## src/rtl/decode_stage_if.sv

```systemverilog
// cpu_pkg shared types and the decode_stage handshake interface.
// master: fetch/execute side; slave: decode_stage.
package cpu_pkg;
  typedef enum logic [3:0] {
    ALU_NOP, ALU_ADD, ALU_SUB, ALU_AND,
    ALU_OR, ALU_XOR, ALU_SLL, ALU_SRL,
    ALU_SRA, ALU_SLT, ALU_SLTU, ALU_PASSB
  } alu_op_t;

  typedef enum logic {
    SRC_A_RS1, SRC_A_PC
  } src_a_sel_t;

  typedef enum logic {
    SRC_B_RS2, SRC_B_IMM
  } src_b_sel_t;

  typedef struct packed {
    alu_op_t    alu_op;
    src_a_sel_t src_a_sel;
    src_b_sel_t src_b_sel;
    logic       reg_write;
  } control_signals_t;
endpackage

interface decode_stage_if #(
  parameter int XLEN = 32
);
  import cpu_pkg::*;

  logic             flush;
  logic             in_valid;
  logic             in_ready;
  logic [31:0]      in_instr;
  logic [XLEN-1:0]  in_pc;
  logic             out_valid;
  logic             out_ready;
  control_signals_t out_ctrl;
  logic [XLEN-1:0]  out_imm;
  logic [4:0]       out_rs1;
  logic [4:0]       out_rs2;
  logic [4:0]       out_rd;
  logic [XLEN-1:0]  out_pc;
  logic             out_illegal;

  modport master (
    output flush, in_valid, in_instr, in_pc,
    output out_ready,
    input  in_ready, out_valid, out_ctrl,
    input  out_imm, out_rs1, out_rs2, out_rd,
    input  out_pc, out_illegal
  );

  modport slave (
    input  flush, in_valid, in_instr, in_pc,
    input  out_ready,
    output in_ready, out_valid, out_ctrl,
    output out_imm, out_rs1, out_rs2, out_rd,
    output out_pc, out_illegal
  );
endinterface

```

## src/rtl/decode_stage.sv

```systemverilog
// Registered decoder with DEPTH-entry output FIFO and flush.
// DECODE_ILLEGAL_CNT_EN adds a saturating illegal_cnt output.
module decode_stage #(
  parameter int XLEN  = 32,
  parameter int DEPTH = 2
) (
  input  logic          clk,
  input  logic          rst,
  decode_stage_if.slave bus
`ifdef DECODE_ILLEGAL_CNT_EN
  ,
  output logic [15:0]   illegal_cnt
`endif
);
  import cpu_pkg::*;

  localparam int PW = $clog2(DEPTH);
  localparam int CW = $clog2(DEPTH + 1);

  typedef struct packed {
    control_signals_t ctrl;
    logic [XLEN-1:0]  imm;
    logic [4:0]       rs1;
    logic [4:0]       rs2;
    logic [4:0]       rd;
    logic [XLEN-1:0]  pc;
    logic             illegal;
  } entry_t;

  logic [6:0] opc;
  logic [2:0] f3;
  logic [6:0] f7;
  logic [4:0] rd;
  logic       is_op;
  logic       is_opi;
  logic       is_lui;
  logic       is_auipc;
  logic       sh_ok;
  logic       ok;

  control_signals_t ctrl;
  logic [XLEN-1:0]  imm;
  entry_t           din;
  entry_t           mem [DEPTH];

  logic [PW-1:0] wptr;
  logic [PW-1:0] rptr;
  logic [CW-1:0] count;
  logic          push;
  logic          pop;

  assign opc      = bus.in_instr[6:0];
  assign rd       = bus.in_instr[11:7];
  assign f3       = bus.in_instr[14:12];
  assign f7       = bus.in_instr[31:25];
  assign is_op    = (opc == 7'b0110011);
  assign is_opi   = (opc == 7'b0010011);
  assign is_lui   = (opc == 7'b0110111);
  assign is_auipc = (opc == 7'b0010111);

  // RV32 has a 5-bit shamt, so instr[25] must be clear
  assign sh_ok = (XLEN == 64) || !bus.in_instr[25];

  always_comb begin
    ok   = 1'b0;
    imm  = '0;
    ctrl = '{
      alu_op:    ALU_NOP,
      src_a_sel: SRC_A_RS1,
      src_b_sel: SRC_B_RS2,
      reg_write: 1'b0
    };
    unique case (1'b1)
      is_op: begin
        ok = 1'b1;
        unique case ({f7, f3})
          10'b0000000_000: ctrl.alu_op = ALU_ADD;
          10'b0100000_000: ctrl.alu_op = ALU_SUB;
          10'b0000000_001: ctrl.alu_op = ALU_SLL;
          10'b0000000_010: ctrl.alu_op = ALU_SLT;
          10'b0000000_011: ctrl.alu_op = ALU_SLTU;
          10'b0000000_100: ctrl.alu_op = ALU_XOR;
          10'b0000000_101: ctrl.alu_op = ALU_SRL;
          10'b0100000_101: ctrl.alu_op = ALU_SRA;
          10'b0000000_110: ctrl.alu_op = ALU_OR;
          10'b0000000_111: ctrl.alu_op = ALU_AND;
          default:         ok = 1'b0;
        endcase
      end
      is_opi: begin
        ok             = 1'b1;
        ctrl.src_b_sel = SRC_B_IMM;
        imm = XLEN'($signed(bus.in_instr[31:20]));
        unique case (f3)
          3'b000: ctrl.alu_op = ALU_ADD;
          3'b010: ctrl.alu_op = ALU_SLT;
          3'b011: ctrl.alu_op = ALU_SLTU;
          3'b100: ctrl.alu_op = ALU_XOR;
          3'b110: ctrl.alu_op = ALU_OR;
          3'b111: ctrl.alu_op = ALU_AND;
          3'b001: begin
            ctrl.alu_op = ALU_SLL;
            ok  = sh_ok && (f7[6:1] == 6'b000000);
            imm = XLEN'(bus.in_instr[25:20]);
          end
          3'b101: begin
            ctrl.alu_op = f7[5] ? ALU_SRA : ALU_SRL;
            ok  = sh_ok && ((f7[6:1] == 6'b000000) ||
                            (f7[6:1] == 6'b010000));
            imm = XLEN'(bus.in_instr[25:20]);
          end
        endcase
      end
      is_lui: begin
        ok             = 1'b1;
        ctrl.alu_op    = ALU_PASSB;
        ctrl.src_b_sel = SRC_B_IMM;
        imm = XLEN'($signed({bus.in_instr[31:12], 12'b0}));
      end
      is_auipc: begin
        ok             = 1'b1;
        ctrl.alu_op    = ALU_ADD;
        ctrl.src_a_sel = SRC_A_PC;
        ctrl.src_b_sel = SRC_B_IMM;
        imm = XLEN'($signed({bus.in_instr[31:12], 12'b0}));
      end
      default: ;
    endcase
    if (!ok) ctrl.alu_op = ALU_NOP;
    ctrl.reg_write = ok && (rd != 5'd0);
  end

  assign din = '{
    ctrl:    ctrl,
    imm:     imm,
    rs1:     bus.in_instr[19:15],
    rs2:     bus.in_instr[24:20],
    rd:      rd,
    pc:      bus.in_pc,
    illegal: !ok
  };

  assign bus.in_ready  = (count != CW'(DEPTH));
  assign bus.out_valid = (count != '0);

  assign push = bus.in_valid && bus.in_ready && !bus.flush;
  assign pop  = bus.out_valid && bus.out_ready && !bus.flush;

  always_ff @(posedge clk) begin
    if (rst) begin
      wptr  <= '0;
      rptr  <= '0;
      count <= '0;
      for (int i = 0; i < DEPTH; i++) mem[i] <= '0;
    end else if (bus.flush) begin
      wptr  <= '0;
      rptr  <= '0;
      count <= '0;
    end else begin
      if (push) begin
        mem[wptr] <= din;
        wptr      <= wptr + 1'b1;
      end
      if (pop) rptr <= rptr + 1'b1;
      count <= count + CW'(push) - CW'(pop);
    end
  end

  assign bus.out_ctrl    = mem[rptr].ctrl;
  assign bus.out_imm     = mem[rptr].imm;
  assign bus.out_rs1     = mem[rptr].rs1;
  assign bus.out_rs2     = mem[rptr].rs2;
  assign bus.out_rd      = mem[rptr].rd;
  assign bus.out_pc      = mem[rptr].pc;
  assign bus.out_illegal = mem[rptr].illegal;

`ifdef DECODE_ILLEGAL_CNT_EN
  always_ff @(posedge clk) begin
    if (rst) begin
      illegal_cnt <= '0;
    end else if (push && !ok && (illegal_cnt != 16'hFFFF)) begin
      illegal_cnt <= illegal_cnt + 16'd1;
    end
  end
`endif
endmodule

```

## src/flat_wrapper.sv

```systemverilog
// flat-port wrapper written by rule: the top's interface ports become plain ports
module decode_stage_flat import cpu_pkg::*;
#(
  parameter int XLEN  = 32,
  parameter int DEPTH = 2
)
  (clk, rst, bus_flush, bus_in_valid, bus_in_instr, bus_in_pc, bus_out_ready, bus_in_ready, bus_out_valid, bus_out_ctrl, bus_out_imm, bus_out_rs1, bus_out_rs2, bus_out_rd, bus_out_pc, bus_out_illegal);
  decode_stage_if #(.XLEN(XLEN)) bus_i ();
  input  logic clk;
  input  logic rst;
  input wire logic [$bits(bus_i.flush)-1:0] bus_flush;
  input wire logic [$bits(bus_i.in_valid)-1:0] bus_in_valid;
  input wire logic [$bits(bus_i.in_instr)-1:0] bus_in_instr;
  input wire logic [$bits(bus_i.in_pc)-1:0] bus_in_pc;
  input wire logic [$bits(bus_i.out_ready)-1:0] bus_out_ready;
  output wire logic [$bits(bus_i.in_ready)-1:0] bus_in_ready;
  output wire logic [$bits(bus_i.out_valid)-1:0] bus_out_valid;
  output wire logic [$bits(bus_i.out_ctrl)-1:0] bus_out_ctrl;
  output wire logic [$bits(bus_i.out_imm)-1:0] bus_out_imm;
  output wire logic [$bits(bus_i.out_rs1)-1:0] bus_out_rs1;
  output wire logic [$bits(bus_i.out_rs2)-1:0] bus_out_rs2;
  output wire logic [$bits(bus_i.out_rd)-1:0] bus_out_rd;
  output wire logic [$bits(bus_i.out_pc)-1:0] bus_out_pc;
  output wire logic [$bits(bus_i.out_illegal)-1:0] bus_out_illegal;
  assign bus_i.flush = bus_flush;
  assign bus_i.in_valid = bus_in_valid;
  assign bus_i.in_instr = bus_in_instr;
  assign bus_i.in_pc = bus_in_pc;
  assign bus_i.out_ready = bus_out_ready;
  assign bus_in_ready = bus_i.in_ready;
  assign bus_out_valid = bus_i.out_valid;
  assign bus_out_ctrl = bus_i.out_ctrl;
  assign bus_out_imm = bus_i.out_imm;
  assign bus_out_rs1 = bus_i.out_rs1;
  assign bus_out_rs2 = bus_i.out_rs2;
  assign bus_out_rd = bus_i.out_rd;
  assign bus_out_pc = bus_i.out_pc;
  assign bus_out_illegal = bus_i.out_illegal;
  decode_stage #(.XLEN(XLEN), .DEPTH(DEPTH)) u_core (.clk(clk), .rst(rst), .bus(bus_i));
endmodule
```

## config.mk

```make
export PLATFORM = sky130hd
export DESIGN_NAME = decode_stage_flat
export DESIGN_NICKNAME = d
export VERILOG_FILES = /design/src/rtl/decode_stage_if.sv /design/src/rtl/decode_stage.sv /design/src/flat_wrapper.sv
export SDC_FILE = /design/constraint.sdc
export NUM_CORES = 1
export LEC_CHECK = 0
export ABC_AREA = 1
export CAP_MARGIN = 30
export CELL_PAD_IN_SITES_DETAIL_PLACEMENT = 2
export CELL_PAD_IN_SITES_GLOBAL_PLACEMENT = 2
export CORE_MARGIN = 5
export CORE_UTILIZATION = 37
export DETAILED_ROUTE_END_ITERATION = 10
export HOLD_SLACK_MARGIN = 0.15
export MAX_ROUTING_LAYER = met4
export PLACE_DENSITY = 0.82
export SYNTH_ARGS = -nofsm -noshare
export SYNTH_HDL_FRONTEND = slang
export SYNTH_SLANG_ARGS = --single-unit
```

## constraint.sdc

```tcl
create_clock -name clk -period 8.45 [get_ports clk]
set_input_delay 1.69 -clock clk [delete_from_list [all_inputs] [get_ports clk]]
set_output_delay 1.69 -clock clk [all_outputs]
set_load 0.03 [all_outputs]
```

==> qor.yml, run 1 <==
run_status:
  status: "completed"
power:
  powerDensity_nw_per_um2: 198
  p_leak_nw: 4.12
  vdd_drop_max_mv: 0.150
placed_design:
  port_buffers: 157
  dp.final_hpwl_mm: 16.0
  placed_area_sq_um: 10000
  gp_congestion: 0.772
layout:
  register_area_sq_um: 5330
  n_fill_cell: 2164
  area_growth_pct: 30.8
  drive_gt1_share_pct: 18.1
  fin_nets: 918
  multi_input_area_sq_um: 2400
  n_antenna_cell: 0
  final_cell_area_sq_um: 10700
synth:
  synth_edf_count: 174
  yosysMostFrequentCell: "edfxtp_1"
  yosysTopAreaCell: "edfxtp_1"
  syn_avg_cell_area_sq_um: 11.7
  async_reset_ff_share_pct: 0
  synth_nets: 769
  netlist_area_sq_um: 8190
  synth-main-ff-cell: "edfxtp_1"
  synthTopCellsByCount: "edfxtp_1, nor2_1, inv_1"
  syn_inst: 698
  yosys-top-cells-area: "edfxtp_1, mux2_2, nor2_1"
  synth_seq_area_share_pct: 65.0
  yosysUniqueCellTypes: 29
  synth_top_area_share_pct: 63.8
  synth.yosys.warnings: 0
  ys_ff_latch: 179
route:
  ant_nets: 0
  drtIter0Drc: 293
  viasPerCell: 4.97
  first_pass_iters: 4
  wl_per_cell_um: 21.3
  num_vias: 5668
  routed_wl_mm: 24.2
  drc_errors: 0
timing:
  fmaxAchievable_mhz: 219
  tightest_slew_ns: 0.890
  drv_slew: 0
  skew_ns: 0.00984
  finalHoldViolCount: 0
  rsz0062_at_grt: "no"
  layout_worst_path_cycle_share_pct: 54.0
  finalCriticalPeriod_ns: 4.57
  slew-limit-headroom_pct: 40.7
  setup_viol: 0
  setup_tns_ns: 0
cts:
  numCtsBuffers: 17
  clkSinkCount: 179
  cts.htree.levels: 4
  path_clk_slew_ns: 0.07
  cts_resized: 0
  insertion_delay_ns: 0.43
  cts_root_buffer: "clkbuf_16"
  cts_tree: "built"
  cts_max_path_buffers: 2
  cts_hold_buf: 0
  post-cts-setup-buffer-count: 0
run:
  drv_cap: 0
critical_path:
  r2r_start: "u_core.count[0]$_SDFF_PP0_"
  critPathLaunchType: "flip-flop"
  crit_path_end_kind: "output pin"
  required_ns: 6.76
  cp_max_fo: 61
  worstPathArrival_ns: 2.88
  crit_type: "flip-flop to output pin"
floorplan:
  start_util_pct: 37.5
  rows: 54
  dieHeight_um: 159
  chipWidth_um: 159
  core_area_sq_um: 21800
  dieArea_sq_um: 25200
  io_pins: 158
grt:
  grt_pass1_vias: 6539
  grt_max_degree: 89
  grtUsageTotal_pct: 19.6
  grt.overflow.total: 0
  grt_first_pass_wirelength_mm: 37.9
  antenna_found_initial: 0
hold_path:
  min_from: "u_core.rptr$_SDFFE_PP0P_"
  hold_class: "flip-flop to flip-flop"
==> sequential cells by signal (all words and copies together), names as in the netlist, named ones only <==
name and count:
u_core.rptr 1, u_core.wptr 1, u_core.count 2, u_core.mem 174
==> stage by stage <==
| step | setup WS (ns) | hold slack, ns | instances | utilization [%] | power, mW |
|---|---|---|---|---|---|
| finish | 3.88 | 0.490 | 1140 | 49.1 | 2.12 |
| floorplan | 3.68 | 0.447 | 698 | - | 1.17 |
| CTS | 3.84 | 0.487 | 1138 | 48.8 | 2.14 |
| detailed placement | 3.55 | 0.473 | 1106 | 46.0 | 1.29 |
| global placement | 3.69 | 0.458 | 1106 | 46.0 | 1.28 |
| global route | 3.77 | 0.518 | 1140 | 49.1 | 2.20 |
==> path summary, 6_finish.rpt <==
check	depth (start not counted)	slack, ns	end
worst max-delay path	3	3.88	bus_out_imm[20]
worst min-delay path	2	0.49	flip-flop
worst max register to register	9	5.55	u_core.mem[1][4]$_SDFFCE_PN0P_
worst min register to register	2	0.49	flip-flop
==> cell usage in the layout, fill, tap and decap left out, drive strengths merged, types with 2 or more instances in the layout <==
cell | netlist | layout
or2 | 2 | 2
nor2 | 179 | 179
mux2 | 87 | 87
inv | 92 | 98
o21ai | 22 | 22
clkbuf | 19 | 17
nand2 | 41 | 41
bufinv | 0 | 3
nor3 | 15 | 15
clkinv | 0 | 5
a21oi | 13 | 13
edfxtp | 174 | 174
ha | 2 | 2
buf | 15 | 7
dfxtp | 5 | 5
clkdlybuf4s50 | 0 | 157
nand3 | 26 | 26
o211ai | 2 | 2
==> layout make-up <==
type                    instances  area share [%]
inverters                      92            3.22
flip-flops and latches        179            49.7
repair buffers                164            15.5
well taps                     280            3.27
clock inverters                15            1.85
multi-input cells             393            22.4
clock buffers                  17            3.97
==> cell families (layout without fill, tap and decap cells) <==
family	Yosys count	count (layout)	synth area share, %
adder cells (fa/ha/maj)	2	2	0.305
multiplexers	87	87	12.0
buffers and inverters	126	288	6.16
flip-flops	179	179	65.0
AO/OA/AOI/OAI	38	38	2.41
XOR/XNOR	1	1	0.107
AND/OR/NAND/NOR	265	265	14.1
==> power by group <==
| part | total (mW) | internal (mW) | switching [mW] |
|---|---|---|---|
| clock network | 0.846 | 0.475 | 0.371 |
| registers | 1.03 | 1.02 | 0.0141 |
| logic | 0.243 | 0.0994 | 0.143 |
==> routing by layer <==
| metal | vias to the layer above | track usage (%) | routed length [um] |
|---|---|---|---|
| met5 | - | - | 0 |
| met4 | 0 | 3.87 | 180 |
| met3 | 17 | 3.63 | 974 |
| met2 | 171 | 33.7 | 12700 |
| met1 | 2842 | 24.4 | 10400 |
| li1 | 2638 | - | - |
==> critical path: stages, from the launching register on <==
cell	delay [ns]
dfxtp_4	0.60
buf_4	0.73
mux2_2	0.46
clkdlybuf4s50_1	0.61
No activity file was read; power rests on OpenSTA's default activity.
==> inputs of run 2 (changes only) <==
--- a/config.mk
+++ b/config.mk
@@ -10,11 +10,11 @@
 export CELL_PAD_IN_SITES_DETAIL_PLACEMENT = 2
 export CELL_PAD_IN_SITES_GLOBAL_PLACEMENT = 2
 export CORE_MARGIN = 5
-export CORE_UTILIZATION = 37
+export CORE_UTILIZATION = 34
 export DETAILED_ROUTE_END_ITERATION = 10
 export HOLD_SLACK_MARGIN = 0.15
 export MAX_ROUTING_LAYER = met4
-export PLACE_DENSITY = 0.82
+export PLACE_DENSITY = 0.76
 export SYNTH_ARGS = -nofsm -noshare
 export SYNTH_HDL_FRONTEND = slang
 export SYNTH_SLANG_ARGS = --single-unit
==> constraint.sdc (replaced) <==
create_clock -name clk -period 4.24 [get_ports clk]
set_input_delay 0.848 -clock clk [delete_from_list [all_inputs] [get_ports clk]]
set_output_delay 0.848 -clock clk [all_outputs]
set_load 0.03 [all_outputs]
==> run 2 against run 1 <==
Via count shrank 0.12%. Design area grew 0.40%. Clock power grew 82%. Critical path depth is the same. Hold slack gained 0.011 ns. First-iteration DRC count shrank 22%. Clock skew shrank 0.0012 ns. Setup slack lost 3.1 ns. Count of clock-buffer cells in the layout grew 1. Critical path type unchanged. Critical endpoint is now bus_out_imm[5].
==> qor.yml, run 2 (synthesis results as in run 1) <==
run_status:
  status: "completed"
grt:
  grt_pass1_vias: 6438  # -1.5%
  grt_max_degree: 88  # -1.1%
  antenna_found_initial: 0  # unchanged
  grt.overflow.total: 0  # unchanged
  grtUsageTotal_pct: 17.8  # -1.9 points
  grt_first_pass_wirelength_mm: 35.8  # -5.4%
timing:
  rsz0062_at_grt: "no"
  layout_worst_path_cycle_share_pct: 80.9
  skew_ns: 0.00867  # -0.00117 ns
  slew-limit-headroom_pct: 47.8  # +7.1 points
  drv_slew: 0  # unchanged
  fmaxAchievable_mhz: 292
  finalCriticalPeriod_ns: 3.43
  setup_viol: 0  # unchanged
  holdWs_ns: 0.501  # +0.0106 ns
  tightest_slew_ns: 0.781  # -0.109 ns
  finalHoldViolCount: 0  # unchanged
  setup_tns_ns: 0  # unchanged
floorplan:
  dieArea_sq_um: 27300  # +8.3%
  chipWidth_um: 165  # +4.0%
  core_area_sq_um: 23600  # +8.2%
  rows: 56  # +3.7%
  start_util_pct: 34.7  # -2.8 points
  io_pins: 158  # unchanged
  dieHeight_um: 165  # +4.0%
cts:
  cts_root_buffer: "clkbuf_16"
  numCtsBuffers: 17  # unchanged
  cts_max_path_buffers: 2  # unchanged
  path_clk_slew_ns: 0.07  # about the same
  post-cts-setup-buffer-count: 0  # unchanged
  cts_tree: "built"
  cts_resized: 0  # unchanged
  insertion_delay_ns: 0.43  # about the same
  cts_hold_buf: 0  # unchanged
  cts.htree.levels: 4  # unchanged
  clkSinkCount: 179  # unchanged
layout:
  layout_commonest_cell: "edfxtp_1"
  multi_input_area_sq_um: 2400  # unchanged
  drive_gt1_share_pct: 18.1  # -0.021 points
  final_cell_mix: "edfxtp_1, nor2_1, clkdlybuf4s50_1"
  register_area_sq_um: 5330  # unchanged
  area_growth_pct: 31.3
  largest_register_ffs: 174  # unchanged
  fin_nets: 919  # +0.11%
  n_antenna_cell: 0  # unchanged
  n_fill_cell: 2378  # +9.9%
  top_register: "u_core.mem"
  top_regs: "u_core.mem x174, u_core.count x2"
critical_path:
  crit_path_end_kind: "output pin"
  crit_type: "flip-flop to output pin"
  ff2ff_setup_slack_ns: 2.09  # -3.46 ns
  critPathLaunchType: "flip-flop"
  rr_worst_depth: 7  # -2
  required_ns: 3.39  # -3.37 ns
  r2r_start: "u_core.count[0]$_SDFF_PP0_"
  cp_max_fo: 48  # -21%
  worstPathArrival_ns: 2.58  # -0.30 ns
  timing.rr.end: "u_core.mem[1][50]$_SDFFCE_PN0P_"
run:
  drv_cap: 0  # unchanged
route:
  first_pass_iters: 4  # unchanged
  ant_nets: 0  # unchanged
  num_vias: 5661  # -0.12%
  drc_errors: 0  # unchanged
  drtIter0Drc: 230  # -22%
  viasPerCell: 4.80  # -3.5%
  wl_per_cell_um: 19.9  # -6.6%
  routed_wl_mm: 23.4  # -3.3%
placed_design:
  port_buffers: 157  # unchanged
  gp_congestion: 0.756  # -2.1%
  dp.final_hpwl_mm: 16.1  # +0.65%
power:
  p_leak_nw: 4.11  # -0.23%
  powerDensity_nw_per_um2: 379  # +92%
  vdd_drop_max_mv: 0.197  # +32%
  finalPower_mw: 4.08  # +92%
hold_path:
  hold_class: "flip-flop to flip-flop"
  min_from: "u_core.rptr$_SDFFE_PP0P_"
  hold_path_depth: 2  # unchanged
==> run 2: changes by cell type in the layout (fill, tap and decap cells not counted), sizes merged <==
cell | before | now
buf | 7 | 8
bufinv | 3 | 1
clkbuf | 17 | 18
clkinv | 5 | 4
clkinvlp | 1 | 2
inv | 98 | 99
==> run 2: metrics by stage <==
stage	area, sq um	utilization [%]	setup slack [ns]	cells
4_1_cts	10700	45.4	0.759	1179
5_1_grt	10800	45.6	0.704	1180
2_1_floorplan	8190	-	0.311	698
3_3_place_gp	10100	42.9	1.11	1146
6_report	10800	45.6	0.812	1180
3_5_place_dp	10200	43.0	0.951	1147
==> run 2: cell type report <==
class / instances / share of cell area (%)
Clock buffer: 18 / 3.99
Clock inverter: 14 / 1.33
Inverter: 92 / 3.21
Multi-Input combinational cell: 393 / 22.3
Sequential cell: 179 / 49.5
Tap cell: 319 / 3.71
Timing Repair Buffer: 165 / 15.9
==> run 2: worst max path at each step <==
stage | endpoint | slack (ns) | cells past startpoint
3_5_place_dp | u_core.mem[1][62]$_SDFFCE_PN0P_ | 0.95 | 9
3_3_place_gp | u_core.mem[0][62]$_SDFFCE_PN0P_ | 1.11 | 9
6_report | bus_out_imm[5] | 0.81 | 3
4_1_cts | bus_out_imm[26] | 0.76 | 3
5_1_grt | bus_out_imm[5] | 0.70 | 3
2_1_floorplan | u_core.mem[0][0]$_SDFFCE_PN0P_ | 0.31 | 5
==> run 2: where the power goes <==
part	internal [mW]	switching, mW	total [mW]
sequential	2.02	0.0280	2.05
clock	0.829	0.714	1.54
combinational	0.202	0.281	0.483
==> run 2: critical path: stages, from the launching register on <==
cell             delay, ns
dfxtp_4               0.74
buf_12                0.33
mux2_2                0.38
clkdlybuf4s50_1       0.63
==> run 2: layer usage <==
layer | global-route usage (%) | wire length [um] | vias to the layer above | part of all wire, %
met2 | 31.5 | 12100 | 142 | 52
li1 | - | - | 2640 | -
met1 | 21.1 | 10100 | 2867 | 43
met5 | - | 0 | - | 0
met3 | 3.47 | 1170 | 12 | 5.0
met4 | 3.74 | 116 | 0 | 0.49
==> inputs of run 3 (changes only) <==
--- a/config.mk
+++ b/config.mk
@@ -10,11 +10,11 @@
 export CELL_PAD_IN_SITES_DETAIL_PLACEMENT = 2
 export CELL_PAD_IN_SITES_GLOBAL_PLACEMENT = 2
 export CORE_MARGIN = 5
-export CORE_UTILIZATION = 34
+export CORE_UTILIZATION = 31
 export DETAILED_ROUTE_END_ITERATION = 10
 export HOLD_SLACK_MARGIN = 0.15
 export MAX_ROUTING_LAYER = met4
-export PLACE_DENSITY = 0.76
+export PLACE_DENSITY = 0.73
 export SYNTH_ARGS = -nofsm -noshare
 export SYNTH_HDL_FRONTEND = slang
 export SYNTH_SLANG_ARGS = --single-unit
==> constraint.sdc (replaced) <==
create_clock -name clk -period 3 [get_ports clk]
set_input_delay 0.6 -clock clk [delete_from_list [all_inputs] [get_ports clk]]
set_output_delay 0.6 -clock clk [all_outputs]
set_load 0.03 [all_outputs]
==> run 3 against run 2 <==
Hold slack got worse by 0.0087 ns. Clock skew rose by 0.0034 ns. Register-to-register slack got worse by 0.90 ns. First-iteration DRC count rose by 2.2%. Routed wire length fell by 4.8%. Count of clock-buffer cells in the layout rose by 2. Utilization fell by 3.5 points. Flip-flop and latch count did not move. Sequential share of layout area fell by 0.91 points. Via count barely moved. Sequential power rose by 41%. Largest power group unchanged.
==> qor.yml, run 3 (synthesis results as in run 1) <==
grt:
  grtUsageTotal_pct: 15.4  # -2.3 points
  grtUsageMet3_pct: 2.38  # -1.1 points
  use_met2_pct: 26.8  # -4.7 points
  grt.met1_usage_pct: 18.8  # -2.3 points
  antenna_found_initial: 0  # unchanged
  grt_pass1_vias: 6324  # -1.8%
  grt.busiest_layer: "met2"
  grt_max_degree: 88  # unchanged
  grt_first_pass_wirelength_mm: 35.5  # -0.85%
  grt.overflow.total: 0  # unchanged
power:
  p_leak_nw: 4.21  # +2.5%
  p_sw_mw: 1.42  # +38%
  p_int_mw: 4.51  # +48%
  finalPower_mw: 5.92  # +45%
  p_seq_share_pct: 48.7  # -1.6 points
  swShare_pct: 23.9  # -1.2 points
  combPwrFrac_pct: 11.7  # about the same
  powerDensity_nw_per_um2: 541  # +43%
  vdd_drop_max_mv: 0.270  # +37%
  clockPowerShare_pct: 39.6  # +1.7 points
layout:
  final_util_pct: 42.1  # -3.5 points
  area_growth_pct: 33.8
  n_antenna_cell: 0  # unchanged
  top_regs: "u_core.mem x174, u_core.count x2"
  top_register: "u_core.mem"
  final_cell_mix: "edfxtp_1, nor2_1, clkdlybuf4s50_1"
  instances_no_fill: 1212  # +2.7%
  n_fill_cell: 2738  # +15%
  largest_register_ffs: 174  # unchanged
  drive_gt1_share_pct: 19.5  # +1.4 points
  fin_nets: 935  # +1.7%
  layout_commonest_cell: "edfxtp_1"
critical_path:
  timing.rr.end: "u_core.count[1]$_SDFF_PP0_"
  rr_worst_depth: 8  # +1
  crit_type: "flip-flop to output pin"
  r2r_start: "u_core.count[1]$_SDFF_PP0_"
  worstPathArrival_ns: 2.25  # -0.33 ns
  ff2ff_setup_slack_ns: 1.19  # -0.90 ns
  required_ns: 2.40  # -0.99 ns
  cp_max_fo: 40  # -17%
  critPathLaunchType: "flip-flop"
  crit_path_end_kind: "output pin"
cts:
  cts.htree.levels: 4  # unchanged
  cts_tree: "built"
  cts_max_path_buffers: 2  # unchanged
  path_clk_slew_ns: 0.07  # about the same
  post-cts-setup-buffer-count: 0  # unchanged
  insertion_delay_ns: 0.42  # about the same
  cts_hold_buf: 0  # unchanged
  cts_root_buffer: "clkbuf_16"
  clkSinkCount: 179  # unchanged
  cts_resized: 0  # unchanged
  numCtsBuffers: 17  # unchanged
timing:
  tightest_slew_ns: 0.595  # -0.186 ns
  setup_viol: 0  # unchanged
  finalCriticalPeriod_ns: 2.85
  setup_slack_ns: 0.154  # -0.658 ns
  layout_worst_path_cycle_share_pct: 94.9
  finalHoldViolCount: 0  # unchanged
  skew_ns: 0.0120  # +0.00338 ns
  fmaxAchievable_mhz: 351
  drv_slew: 0  # unchanged
  setup_tns_ns: 0  # unchanged
  rsz0062_at_grt: "no"
  slew-limit-headroom_pct: 60.3  # +13 points
run_status:
  status: "completed"
hold_path:
  hold_class: "flip-flop to flip-flop"
  min_from: "u_core.rptr$_SDFFE_PP0P_"
  hold_path_depth: 2  # unchanged
route:
  num_vias: 5662  # +0.018%
  drtIter0Drc: 235  # +2.2%
  ant_nets: 0  # unchanged
  routed_wl_mm: 22.3  # -4.8%
  wl_per_cell_um: 18.4  # -7.3%
  first_pass_iters: 4  # unchanged
  viasPerCell: 4.67  # -2.6%
  drc_errors: 0  # unchanged
placed_design:
  dp.cells: 1171  # +2.1%
  port_buffers: 157  # unchanged
  gp_congestion: 0.794  # +5.1%
  dp.final_hpwl_mm: 15.1  # -6.4%
  pre_cts_slack_ns: 0.361  # -0.590 ns
floorplan:
  dieArea_sq_um: 29800  # +9.1%
  core_area_sq_um: 26100  # +10%
  chipWidth_um: 173  # +4.4%
  dieHeight_um: 173  # +4.4%
  io_pins: 158  # unchanged
  rows: 59  # +5.4%
  start_util_pct: 31.4  # -3.3 points
run:
  drv_cap: 0  # unchanged
## run 3: cell types whose count changed in the layout (fill, tap and decap cells not counted)
| cell | previous run | this run |
|---|---|---|
| bufinv_16 | 1 | 3 |
| clkinv_8 | 0 | 1 |
| buf_12 | 3 | 7 |
| clkinv_2 | 1 | 0 |
| inv_6 | 5 | 2 |
| buf_16 | 2 | 0 |
| clkbuf_8 | 0 | 1 |
| clkbuf_1 | 1 | 2 |
| buf_4 | 3 | 17 |
| inv_8 | 2 | 1 |
## run 3: worst max-delay path by stage
stage	start	endpoint	slack, ns	depth (start not counted)
floorplan	bus_flush	u_core.mem[0][0]$_SDFFCE_PN0P_	0.18	5
global placement	bus_in_instr[13]	u_core.mem[0][69]$_SDFFCE_PN0P_	0.42	7
detailed placement	bus_in_instr[13]	u_core.mem[1][73]$_SDFFCE_PN0P_	0.36	7
CTS	flip-flop	bus_out_imm[12]	0.03	3
global route	flip-flop	bus_out_imm[12]	0.07	3
finish	flip-flop	bus_out_imm[12]	0.15	3
## run 3: routing by layer
metal	wire length, um	part of all wire [%]
met2	11700	53
met4	239	1.1
met5	0	0
met3	593	2.7
met1	9750	44
## run 3: final cells by class
type / instances / area, sq um / share of cell area, %
sequential: 179 / 5330 / 48.6
multi-input combinational: 393 / 2400 / 21.9
timing repair buffer: 181 / 1840 / 16.8
clock buffer: 20 / 447 / 4.08
tap: 335 / 419 / 3.83
inverter: 92 / 345 / 3.15
clock inverter: 12 / 176 / 1.61
## run 3: power by group through the flow
| stage | clock network, mW | registers (mW) | logic [mW] |
|---|---|---|---|
| CTS | 2.42 | 2.89 | 0.706 |
| global placement | 0 | 2.93 | 0.698 |
| finish | 2.34 | 2.89 | 0.693 |
| global route | 2.51 | 2.90 | 0.740 |
| floorplan | 0 | 2.93 | 0.355 |
| detailed placement | 0 | 2.95 | 0.701 |
## run 3: metrics by stage
| stage | hold slack (ns) | instance area [sq um] |
|---|---|---|
| after floorplan | 0.447 | 8200 |
| after global placement | 0.458 | 10300 |
| after detailed placement | 0.481 | 10300 |
| after CTS | 0.495 | 10900 |
| after global routing | 0.536 | 11000 |
| final | 0.492 | 11000 |
## run 3: worst max-delay path: stages, from the launching register on
cell and delay (ns):
dfxtp_4 0.49, buf_12 0.28, mux2_2 0.41, clkdlybuf4s50_1 0.60
